==> src/rtl/ucsbece154a_rf_wb_pkg.sv <==
// Shared types and constants for the register-file writeback arbiter.
// Defining RF_WB_BYPASS_EN adds a same-cycle bypass of port-B results to the decode stage.
package ucsbece154a_rf_wb_pkg;

  typedef enum logic [1:0] {
    IDLE   = 2'd0,
    WAIT   = 2'd1,
    BUBBLE = 2'd2,
    GRANT  = 2'd3
  } arb_state_t;

  localparam logic [4:0] REG_ZERO       = 5'd0;
  localparam int         STARVE_MAX_DEF = 4;

endpackage

==> src/rtl/ucsbece154a_rf_scoreboard.sv <==
// Pending-write scoreboard for registers owned by the long-latency port.
// It also provides the source-hazard and write-after-write lookups.
module ucsbece154a_rf_scoreboard
  import ucsbece154a_rf_wb_pkg::*;
(
  input  logic        clk,
  input  logic        rst_n_i,
  input  logic        set_en,
  input  logic [4:0]  set_idx,
  input  logic        clr_en,
  input  logic [4:0]  clr_idx,
  input  logic [4:0]  a1,
  input  logic [4:0]  a2,
  input  logic        issue_valid,
  input  logic [4:0]  issue_rd,
  output logic        hz1,
  output logic        hz2,
  output logic        waw,
  output logic [31:0] pending
);

  logic [31:0] pending_r;
  logic [31:0] pending_nxt_s;

  // Next pending vector: the clear is applied first so a same-index set wins.
  always_comb begin
    pending_nxt_s = pending_r;
    if (clr_en) begin
      pending_nxt_s[clr_idx] = 1'b0;
    end else begin
      pending_nxt_s = pending_nxt_s;
    end
    if (set_en && (set_idx != REG_ZERO)) begin
      pending_nxt_s[set_idx] = 1'b1;
    end else begin
      pending_nxt_s = pending_nxt_s;
    end
    pending_nxt_s[0] = 1'b0;
  end

  // Pending vector register.
  always_ff @(posedge clk or negedge rst_n_i) begin
    if (!rst_n_i) begin
      pending_r <= 32'd0;
    end else begin
      pending_r <= pending_nxt_s;
    end
  end

  assign hz1     = (a1 != REG_ZERO) & pending_r[a1];
  assign hz2     = (a2 != REG_ZERO) & pending_r[a2];
  assign waw     = issue_valid & pending_r[issue_rd];
  assign pending = pending_r;

endmodule

==> src/rtl/ucsbece154a_rf_wb_arbiter.sv <==
// Arbitrates the RF write port between pipeline writeback (A) and a long-latency unit (B).
// Defining RF_WB_BYPASS_EN adds byp1_o/byp2_o/byp_wd_o for same-cycle forwarding of B results.
module ucsbece154a_rf_wb_arbiter
  import ucsbece154a_rf_wb_pkg::*;
#(
  parameter int STARVE_MAX = STARVE_MAX_DEF,
  parameter int CNT_W      = 4
) (
  input  logic        clk,
  input  logic        rst_n_i,
  input  logic        a_we_i,
  input  logic [4:0]  a_rd_i,
  input  logic [31:0] a_wd_i,
  input  logic        b_valid_i,
  input  logic [4:0]  b_rd_i,
  input  logic [31:0] b_wd_i,
  output logic        b_ready_o,
  input  logic        issue_valid_i,
  input  logic [4:0]  issue_rd_i,
  input  logic [4:0]  a1_i,
  input  logic [4:0]  a2_i,
  output logic        hz1_o,
  output logic        hz2_o,
  output logic        waw_o,
  output logic        stall_o,
  output logic        we3_o,
  output logic [4:0]  a3_o,
  output logic [31:0] wd3_o
`ifdef RF_WB_BYPASS_EN
  ,
  output logic        byp1_o,
  output logic        byp2_o,
  output logic [31:0] byp_wd_o
`endif
);

  arb_state_t       state_r, state_nxt_s;
  logic [CNT_W-1:0] cnt_r, cnt_nxt_s;
  logic             stall_r;
  logic             b_ready_s;
  logic             sb_hz1_s, sb_hz2_s;
  logic [31:0]      pending_s;

  assign b_ready_s = b_valid_i & ~a_we_i;
  assign b_ready_o = b_ready_s;
  assign we3_o     = a_we_i | b_ready_s;
  assign stall_o   = stall_r;

  // Write-port mux: A has priority, outputs are zero when nobody writes.
  always_comb begin
    a3_o  = 5'd0;
    wd3_o = 32'd0;
    if (a_we_i) begin
      a3_o  = a_rd_i;
      wd3_o = a_wd_i;
    end else if (b_ready_s) begin
      a3_o  = b_rd_i;
      wd3_o = b_wd_i;
    end else begin
      a3_o  = 5'd0;
      wd3_o = 32'd0;
    end
  end

  ucsbece154a_rf_scoreboard u_sb (
    .clk         (clk),
    .rst_n_i     (rst_n_i),
    .set_en      (issue_valid_i),
    .set_idx     (issue_rd_i),
    .clr_en      (b_ready_s),
    .clr_idx     (b_rd_i),
    .a1          (a1_i),
    .a2          (a2_i),
    .issue_valid (issue_valid_i),
    .issue_rd    (issue_rd_i),
    .hz1         (sb_hz1_s),
    .hz2         (sb_hz2_s),
    .waw         (waw_o),
    .pending     (pending_s)
  );

`ifdef RF_WB_BYPASS_EN
  assign byp1_o   = b_ready_s & (b_rd_i == a1_i) & (a1_i != REG_ZERO);
  assign byp2_o   = b_ready_s & (b_rd_i == a2_i) & (a2_i != REG_ZERO);
  assign byp_wd_o = b_ready_s ? b_wd_i : 32'd0;
  assign hz1_o    = sb_hz1_s & ~byp1_o;
  assign hz2_o    = sb_hz2_s & ~byp2_o;
`else
  assign hz1_o    = sb_hz1_s;
  assign hz2_o    = sb_hz2_s;
`endif

  // Starvation FSM next state: count consecutive refusals of a waiting B result.
  always_comb begin
    state_nxt_s = state_r;
    cnt_nxt_s   = cnt_r;
    case (state_r)
      IDLE: begin
        if (b_valid_i && a_we_i) begin
          cnt_nxt_s   = cnt_r + CNT_W'(1);
          state_nxt_s = WAIT;
        end else begin
          cnt_nxt_s   = CNT_W'(0);
        end
      end
      WAIT: begin
        if (b_ready_s || !b_valid_i) begin
          cnt_nxt_s   = CNT_W'(0);
          state_nxt_s = IDLE;
        end else begin
          cnt_nxt_s = cnt_r + CNT_W'(1);
          if (cnt_nxt_s == CNT_W'(STARVE_MAX - 1)) begin
            state_nxt_s = BUBBLE;
          end else begin
            state_nxt_s = WAIT;
          end
        end
      end
      BUBBLE: begin
        state_nxt_s = GRANT;
      end
      GRANT: begin
        cnt_nxt_s   = CNT_W'(0);
        state_nxt_s = IDLE;
      end
      default: begin
        cnt_nxt_s   = CNT_W'(0);
        state_nxt_s = IDLE;
      end
    endcase
  end

  // FSM state, counter and registered bubble request (high only while in BUBBLE).
  always_ff @(posedge clk or negedge rst_n_i) begin
    if (!rst_n_i) begin
      state_r <= IDLE;
      cnt_r   <= CNT_W'(0);
      stall_r <= 1'b0;
    end else begin
      state_r <= state_nxt_s;
      cnt_r   <= cnt_nxt_s;
      stall_r <= (state_nxt_s == BUBBLE);
    end
  end

`ifndef SYNTHESIS
  logic grant_err_r;

  // Sticky flag: pipeline wrote in the cycle it promised to leave free.
  always_ff @(posedge clk or negedge rst_n_i) begin
    if (!rst_n_i) begin
      grant_err_r <= 1'b0;
    end else begin
      grant_err_r <= grant_err_r | ((state_r == GRANT) & a_we_i);
    end
  end
`endif

endmodule

==> config.mk <==
export PLATFORM = sky130hd
export DESIGN_NAME = ucsbece154a_rf_wb_arbiter
export DESIGN_NICKNAME = d
export VERILOG_FILES = /design/src/rtl/ucsbece154a_rf_wb_pkg.sv /design/src/rtl/ucsbece154a_rf_scoreboard.sv /design/src/rtl/ucsbece154a_rf_wb_arbiter.sv
export SDC_FILE = /design/constraint.sdc
export NUM_CORES = 1
export LEC_CHECK = 0
export CAP_MARGIN = 20
export CORE_ASPECT_RATIO = 0.9
export CORE_MARGIN = 2
export CORE_UTILIZATION = 40
export CTS_BUF_LIST = sky130_fd_sc_hd__clkbuf_8 sky130_fd_sc_hd__clkbuf_16
export DETAILED_ROUTE_END_ITERATION = 6
export PLACE_DENSITY = 0.9
export SKIP_LAST_GASP = 1
export SLEW_MARGIN = 10
export SYNTH_ARGS = -nofsm -noshare
export SYNTH_HDL_FRONTEND = slang
export SYNTH_SLANG_ARGS = --single-unit
==> constraint.sdc <==
create_clock -name clk -period 2.73 [get_ports clk]
set_clock_uncertainty 0.15 [all_clocks]
set_input_delay 0.273 -clock clk [delete_from_list [all_inputs] [get_ports clk]]
set_output_delay 0.273 -clock clk [all_outputs]
set_load 0.005 [all_outputs]
Yosys cells after proc, flatten, opt, wreduce, memory -nomap -nowiden
Cells that the tools add are included.

word-level totals
  register bits after elaboration = 38
  bits in latches = 0
  memory bits (writable) = 0
  ROM bits = 0
  output and inout port bits = 43
  logic and storage cells = 59
  memories = 0

operators by class
  $add $sub $neg = 1
  $mul = 0
  divide/modulo/power cells = 0
  $lt $le $gt $ge = 6
  equal/unequal tests = 5
  shift operators = 0
  multiplexer cells = 23
  bitwise logic cells = 9
  reductions and logical operators = 11

operators by type and width
  cell                                                               count
  two-way mux 32 bit                                                 4
  AND 32 bit                                                         1
  NOT 32 bit                                                         1
  bitwise OR 32 bit                                                  1
  < comparator 5 x 6 -> 1 bit, second input constant                 4
  binary-select mux 1 bit (select 5 bit)                             3
  nonzero test 5 bit                                                 3
  one-hot mux 4 bit (3 select lines)                                 1
  demux 1 bit (select 5 bit)                                         2
  greater-or-equal comparator 5 x 1 -> 1 bit, second input constant  2
  two-way mux 5 bit                                                  2
  two-way mux 4 bit                                                  2
  one-hot mux 2 bit (4 select lines)                                 1
  == test 2 bit, second input constant                               3
  two-way mux 2 bit                                                  3
  two-way mux 1 bit                                                  5
  adder 4 x 1 -> 4 bit, second input constant                        1
  AND 1 bit                                                          4
  == test 4 x 2 -> 1 bit, second input constant                      1
  logical AND 1 bit                                                  4
  nonzero test 3 bit                                                 1
  == test 2 x 1 -> 1 bit, second input constant                      1
  logical NOT 2 bit                                                  1
  logical NOT 1 bit                                                  1
  other kinds (3)                                                    3

Logic depth before layout (Yosys ltp)
Gate-level depths: netlist of the first run.

  word-level depth = 9
  gate-level depth with buffers = 7

Cells and area by module
From an unflattened synthesis of the first run, not the netlist that was laid out.

second synthesis, totals
  cells, all modules = 282
  area total of the unflattened synthesis = 2901.5 µm²

modules (own cells, without submodules)
  module                     instances  cells each  area each (µm²)  sequential area each (µm²)
  ucsbece154a_rf_scoreboard  1          194         2160.8           775.7
  ucsbece154a_rf_wb_arbiter  1          88          740.7            175.2

Worst setup path before layout of the first run
Ideal clock, no wire load.

  kind = input to output
  start = input port a1_i[1]
  end = output port hz1_o
  data arrival time = 1496 ps
  data required time = 2307 ps
  slack = 811 ps
  stages on the path = 6
  buffers on the path = 1
  path through = buf_2 mux4_2 nor2b_1 a211oi_1 a21oi_1 a21o_1

between the ends
  cells in the longest elaborated chain, start to end = 3

ends and longest elaborated chain
  item                                     RTL line                         RTL
  from (decl)                              ucsbece154a_rf_wb_arbiter.sv:20  input logic [4:0] a1_i,
  binary-select mux 1 bit (select 5 bit)   ucsbece154a_rf_scoreboard.sv:50  assign hz1 = (a1 != REG_ZERO) & pending_r[a1];
  two-way mux 1 bit (not written as such)  ucsbece154a_rf_scoreboard.sv:50
  AND 1 bit *                              ucsbece154a_rf_scoreboard.sv:50
  to (decl)                                ucsbece154a_rf_wb_arbiter.sv:22  output logic hz1_o,

Every way passes the cells marked *; elsewhere a longest branch is shown, timed or not. The select of a mux whose other input is x is not followed.

Final worst setup path of the first run
  start = input port issue_rd_i[3]
  end = output port waw_o

between the ends
  cells in the longest elaborated chain, start to end = 3

ends and longest elaborated chain
  item                                     RTL line                         RTL
  from (decl)                              ucsbece154a_rf_wb_arbiter.sv:19  input logic [4:0] issue_rd_i,
  binary-select mux 1 bit (select 5 bit)   ucsbece154a_rf_scoreboard.sv:52  assign waw = issue_valid & pending_r[issue_rd];
  two-way mux 1 bit (not written as such)  ucsbece154a_rf_scoreboard.sv:52
  AND 1 bit                                ucsbece154a_rf_scoreboard.sv:52
  to (decl)                                ucsbece154a_rf_wb_arbiter.sv:24  output logic waw_o,

No other way between the ends. The select of a mux whose other input is x is not followed.

==> metrics.md, run 1 <==
| Metric | Value |
|---|---|
| Clock sink count | `38` |
| Avg Inst Size Synth | `approximately 10 µm²` |
| Clk buf depth | `2` |
| Setup ws final | `~55 ps` |
| Die W | `roughly 92 µm` |
| Synth Area in Compound Gates | `a little over a quarter` |
| Hold WS | `between 200 and 300 ps` |
| Ys Warns | `0` |
| CTS tree | `built` |
| Gpl congestion | `1.028` |
| Reg-to-reg slack, setup | `about 1100 ps` |
| Synthesized Nets | `about 370` |
| Largest family of logic cells by synthesized area | `compound AO/OA/AOI/OAI gates` |
| Antenna Cells | `0` |
| I/O pin cnt | `roughly 140` |
| Max IR drop VDD | `approximately 0.24 mV` |
| Type of the worst setup path | `in2out` |
| Yosys top cell by area | `dfrtp_1` |
| Vias | `3,114` |
| Hpwl dp | `just under 8 mm` |
| Die Ht | `~83 µm` |
| Logic pwr share | `a little over a third` |
| Final hold viol count | `0` |
| Initial DRC Count | `~340` |
| CORE AREA | `0.006656 mm²` |
| Largest net degree at the start of global routing | `39` |
| Die area | `0.007638 mm²` |
| EDFF count, synth | `0` |
| Top FF cell, synth | `dfrtp_1` |
| RSZ-0062 raised after global routing | `yes` |
| CTS Buf Count | `5` |
| Synth cell count leaders | `o21ai_0 (70), dfrtp_1 (38), a22o_1 (34)` |
| Ys async rst share | `100.0%` |
| Max-cap violations | `0` |
| FF-to-FF Start | `cnt_r[0]` |
| Area Overhead vs Synth | `63.38%` |
| Largest cells by area after synthesis | `dfrtp_1 (34%), o21ai_0 (13%), a22o_1 (11%)` |
| Global-route wire length before repair | `around 16 mm` |
| Max Clk Rate | `approximately 370 MHz` |
| PortBufs | `around 140` |
| Clock Power Share | `26.3%` |
| Tightest Pin Transition | `around 480 ps` |
| Path depth of the worst reg2reg path | `5` |
| DRT Pass-1 Iters | `6` |
| Initial Util | `41.79%` |
| Most common cell in the netlist | `o21ai_0` |
| Post-Synth Adder-Cell Area | `less than 1%` |
| Setup TNS | `0 ps` |
| Pleak | `~0.0018 µW` |
| Critical Path Fanout Max | `6` |
| Global Route Usage Sum | `~27%` |
| Number of nets in the layout | `between 500 and 600` |
| Internal power | `about 1500 µW` |
| WL/cell | `around 20 µm` |
| Post-synthesis sequential area ratio | `34.19%` |
| Share of synthesized area spent on multiplexers | `between 20% and 30%` |
| Status | `finished clean` |
| H-tree depth | `2` |
| DRC | `0` |
| Yosys cell types | `38` |
| Final WL | `10.37 mm` |
| Root buf cell | `clkbuf_8` |
| Pre-CTS setup slack | `-167.2 ps` |
| Clock Latency Late Sink | `between 200 and 300 ps` |
| Crit path to | `waw_o` |
| Clk slew on worst S/H paths | `80 ps` |
| Worst Path Arrival | `between 2000 and 2500 ps` |
| PD cells | `just under 500 mW/mm²` |
| NetSw | `648.8 µW` |
| Total congestion overflow | `0` |
| Netlist Area Pre-Place | `0.002781 mm²` |
| Launch point of the critical path | `issue_rd_i[3]` |
| Post-layout min period | `between 2000 and 3000 ps` |
| Number of global-route vias before repair | `3,212` |
| Part of the power in registers | `37.9%` |
| Filler cells | `just over 500` |
| Register bit total from synthesis | `38` |
| Worst hold path class | `in2async` |
| Vias/cell | `between 5 and 6` |
| FF-to-FF End | `state_r[1]` |
| Req. time, crit path | `~2300 ps` |
| Number of routed nets with antenna violations | `0` |
| Synth Area in Simple Gates | `between 10% and 20%` |
| Final slew viol count | `0` |
| Sw Share | `29.73%` |
| Part of the cycle the worst path needs | `a little over nine tenths` |
| Area share of the largest cell type after synthesis | `between 30% and 40%` |
| Initial antenna violation count | `0` |
| Setup violators final | `0` |
| Critical Path End Type | `primary output` |
| CTS Hold Bufs | `0` |
| Share of layout cells above drive strength 1 | `roughly 16%` |
| XOR/XNOR Fraction of Synth Area | `less than 1%` |
| Worst setup SP type | `primary input` |
| Cells after Synth | `278` |
| Slew HR | `between 60% and 70%` |
| Rows | `28` |
metal layers:
metal,vias up,track usage [%],wire [µm]
li1,1399,-,-
met1,1503,34.30,3996
met2,196,45.92,5222
met3,16,6.352,1022
met4,0,6.784,124
met5,-,0,0
power groups by stage:
| stage | Sequential, µW | Combinational, µW | Clock (µW) |
|---|---|---|---|
| global placement | 814 | 705 | 0 |
| finish | 827 | 781 | 573 |
| detailed placement | 828 | 732 | 0 |
| CTS | 817 | 738 | 578 |
| global route | 834 | 847 | 607 |
| floorplan | 752 | 390 | 0 |
what timing repair did:
| action | CTS | global route |
|---|---|---|
| setup endpoints to repair | 3 | 3 |
| gates resized for setup | 8 | 9 |
| pin swaps | 0 | 0 |
| buffers inserted | 0 | 6 |
final cells by class:
type	count	area (µm²)	share of cell area (%)
Multi-Input combinational cell	214	1715	37.75
Inverter	6	22.52	0.4956
Tap cell	90	112.6	2.478
Clock buffer	5	68.82	1.514
Clock inverter	3	68.82	1.514
Timing Repair Buffer	168	1603	35.27
Sequential cell	38	953.4	20.98
kinds of logic (layout without fill, tap and decap cells):
family / Yosys count / in the layout
xor+xnor: 2 / 2
fa+ha+maj: 2 / 2
flops: 38 / 38
compound gates: 121 / 121
buf+inv: 26 / 182
simple gates: 56 / 56
mux: 33 / 33
metrics by stage:
step                      util [%]  std cells  total power, µW  area [µm²]
after floorplan                  -        278             1142        2781
after global placement       65.34        510             1519        4349
after detailed placement     65.34        510             1559        4349
after CTS                    67.42        518             2133        4488
after global routing         68.27        524             2288        4544
final                        68.27        524             2182        4544
state kept, by name (all words and copies together), names as in the netlist:
signal        cells
cnt_r             4
stall_o           1
state_r           2
u_sb.pending     31
worst max-delay path, cell delays in order:
cell and delay [ps]:
clkdlybuf4s50_1 470, buf_4 190, nand3b_1 210, o22ai_1 220
nor2_1 70, a21oi_1 140, o31a_1 170, clkdlybuf4s50_1 510
worst min-delay path by stage:
stage	startpoint	end	slack, ps	cells after the start
6_report	rst_n_i	u_sb.pending[20]	260	2
4_1_cts	rst_n_i	u_sb.pending[21]	280	2
3_3_place_gp	cnt_r[3]	cnt_r[3]	340	2
3_5_place_dp	cnt_r[3]	cnt_r[3]	350	2
5_1_grt	rst_n_i	u_sb.pending[21]	300	2
2_1_floorplan	rst_n_i	cnt_r[0]	-170	0
cell usage in the layout (no fill, tap or decap), types with 6 or more instances in the layout:
cell,count
dfrtp_1,36
o21ai_0,70
clkdlybuf4s50_1,128
dlygate4sd2_1,6
buf_4,31
mux2i_1,12
nand2_1,19
nand3b_1,11
a22o_1,34
inv_1,6
mux4_2,14
No activity file was read; power rests on OpenSTA's default activity.
==> run 2: changes to the inputs <==
--- a/config.mk
+++ b/config.mk
@@ -8,10 +8,10 @@
 export CAP_MARGIN = 20
 export CORE_ASPECT_RATIO = 0.9
 export CORE_MARGIN = 2
-export CORE_UTILIZATION = 40
+export CORE_UTILIZATION = 44
 export CTS_BUF_LIST = sky130_fd_sc_hd__clkbuf_8 sky130_fd_sc_hd__clkbuf_16
 export DETAILED_ROUTE_END_ITERATION = 6
-export PLACE_DENSITY = 0.9
+export PLACE_DENSITY = 0.95
 export SKIP_LAST_GASP = 1
 export SLEW_MARGIN = 10
 export SYNTH_ARGS = -nofsm -noshare
==> metrics.md, run 2 (synthesis results as in run 1) <==
| Metric | Value |
|---|---|
| Die area | `0.006974 mm² (-8.7%)` |
| PD cells | `444.6 mW/mm² (-7.4%)` |
| DRT Pass-1 Iters | `5 (-1)` |
| Max Clk Rate | `364.2 MHz (-2.6%)` |
| Req. time, crit path | `2310 ps (about the same)` |
| Area Overhead vs Synth | `63.56%` |
| PortBufs | `136 (unchanged)` |
| Clk buf depth | `2 (unchanged)` |
| Number of routed nets with antenna violations | `0 (unchanged)` |
| Max reg flops | `31 (unchanged)` |
| Initial DRC Count | `402 (+17%)` |
| Slew HR | `67.83% (-0.19 points)` |
| I/O pin cnt | `137 (unchanged)` |
| Critical Path Slowest Stage Cell | `clkdlybuf4s50_1` |
| Total congestion overflow | `0 (unchanged)` |
| Worst Path Arrival | `2320 ps (+70 ps)` |
| Critical Path End Type | `primary output` |
| Setup ws final | `-15.91 ps (-70.86 ps)` |
| Most used cell, CP | `clkdlybuf4s50_1` |
| Initial Util | `45.49% (+3.7 points)` |
| Clock sink count | `38 (unchanged)` |
| Worst setup SP type | `primary input` |
| Vias | `3,203 (+2.9%)` |
| Final WL | `10.83 mm (+4.5%)` |
| H-tree depth | `2 (unchanged)` |
| Global Route Usage Sum | `30.40% (+3.6 points)` |
| Post-route design area | `0.004549 mm² (+0.11%)` |
| Number of global-route vias before repair | `3,255 (+1.3%)` |
| WL/cell | `20.67 µm (+4.5%)` |
| Initial antenna violation count | `0 (unchanged)` |
| Failing checks | `setup timing` |
| Share of layout cells above drive strength 1 | `16.48% (+0.58 points)` |
| RSZ-0062 raised after global routing | `yes` |
| Status | `finished, violations left` |
| Max IR drop VDD | `0.3477 mV (+45%)` |
| Max-cap violations | `0 (unchanged)` |
| Die W | `87.81 µm (-4.5%)` |
| Global-route wire length before repair | `16.03 mm (-1.7%)` |
| Final slew viol count | `0 (unchanged)` |
| Clk slew on worst S/H paths | `80 ps (about the same)` |
| Most frequent cells in the layout | `clkdlybuf4s50_1 (131), o21ai_0 (70), dfrtp_1 (37)` |
| Tightest Pin Transition | `482.6 ps (+2.847 ps)` |
| Clock Latency Late Sink | `290 ps (about the same)` |
| Antenna Cells | `0 (unchanged)` |
| Area post-placement | `0.004385 mm² (+0.83%)` |
| Part of the cycle the worst path needs | `100.6% (+2.6 points)` |
| Commonest non-fill, non-tap cell in the layout | `clkdlybuf4s50_1` |
| Worst hold path class | `in2async` |
| Rows | `27 (-3.6%)` |
| Cell breakdown of the critical path | `clkdlybuf4s50_1 -> mux4_2 -> inv_1 -> o22ai_1 -> o31a_1 -> clkdlybuf4s50_1` |
| Root buf cell | `clkbuf_8` |
| CTS tree | `built` |
| Critical Path Fanout Max | `4 (-2)` |
| Critical Path Max Stage Delay | `620 ps (+110 ps)` |
| Pleak | `0.001830 µW (-0.70%)` |
| Post-layout util | `74.40% (+6.1 points)` |
| CORE AREA | `0.006115 mm² (-8.1%)` |
| Final hold viol count | `0 (unchanged)` |
| Pre-CTS setup slack | `-131.2 ps (+35.99 ps)` |
| Bufs and invs on worst path | `3 (unchanged)` |
| Vias/cell | `6.113 (+2.9%)` |
| Post-layout min period | `2746 ps (+70.86 ps)` |
| Filler cells | `441 (-13%)` |
| DRC | `0 (unchanged)` |
| Setup TNS | `-15.91 ps (-15.91 ps)` |
| CTS Buf Count | `5 (unchanged)` |
| Gpl congestion | `0.9447 (-8.1%)` |
| Largest net degree at the start of global routing | `43 (+10%)` |
| Number of nets in the layout | `532 (+0.57%)` |
| Setup violators final | `1 (+1)` |
| Die Ht | `79.43 µm (-4.4%)` |
| CTS Hold Bufs | `0 (unchanged)` |
| Type of the worst setup path | `in2out` |
| Tot Pwr | `2023 µW (-7.3%)` |
| Cell family with most CP delay | `buffers and inverters` |
| Hpwl dp | `7.942 mm (+1.2%)` |
==> run 2: cell types whose count changed in the layout (fill, tap and decap cells not counted), sizes merged <==
cell	delta
buf	+3
bufinv	-2
clkbuf	+1
clkdlybuf4s50	+3
clkinvlp	+1
dlygate4sd2	-2
dlymetal6s2s	-1
==> run 2: stage by stage <==
stage / instances / hold WS, ps
6_report: 524 / 255.9
4_1_cts: 517 / 277.1
3_5_place_dp: 509 / 395.7
2_1_floorplan: 278 / -172.6
5_1_grt: 524 / 291.1
3_3_place_gp: 509 / 333.5
==> run 2: report_power, final <==
part / switching [µW] / internal [µW]
clock network: 195 / 203
logic: 302 / 490
registers: 157 / 676
==> run 2: worst paths after layout <==
kind	startpoint	endpoint	slack, ps	depth (start not counted)
worst max-delay path	issue_rd_i[0]	waw_o	-20	6
worst min-delay path	rst_n_i	u_sb.pending[22]	260	2
worst max register to register	cnt_r[0]	state_r[1]	1040	5
worst min register to register	cnt_r[2]	cnt_r[2]	400	2
max in group asynchronous	rst_n_i	u_sb.pending[27]	1790	2
min in group clk	cnt_r[2]	cnt_r[2]	400	2
==> run 2: cell type report <==
type | count | area, µm² | area share, %
multi-input combinational | 214 | 1717 | 37.73
clock inverter | 2 | 12.51 | 0.2750
tap | 87 | 108.9 | 2.393
sequential | 38 | 952.2 | 20.93
timing repair buffer | 171 | 1654 | 36.36
inverter | 6 | 22.52 | 0.4950
clock buffer | 6 | 82.58 | 1.815
==> run 2: metal layers <==
layer	GRT usage, %	share of wire (%)	vias up	wire length (µm)
li1	-	-	1403	-
met2	50.30	49	249	5302
met5	0	0	-	0
met1	36.09	36	1505	3935
met4	11.85	3.3	0	356
met3	10.75	11	46	1236
==> run 2: what timing repair did <==
action	4_1_cts	5_1_grt
setup endpoints to repair	3	3
buffers inserted	0	7
pin swaps	0	0
endpoints found under the hold margin	0	0
resized for setup	6	8
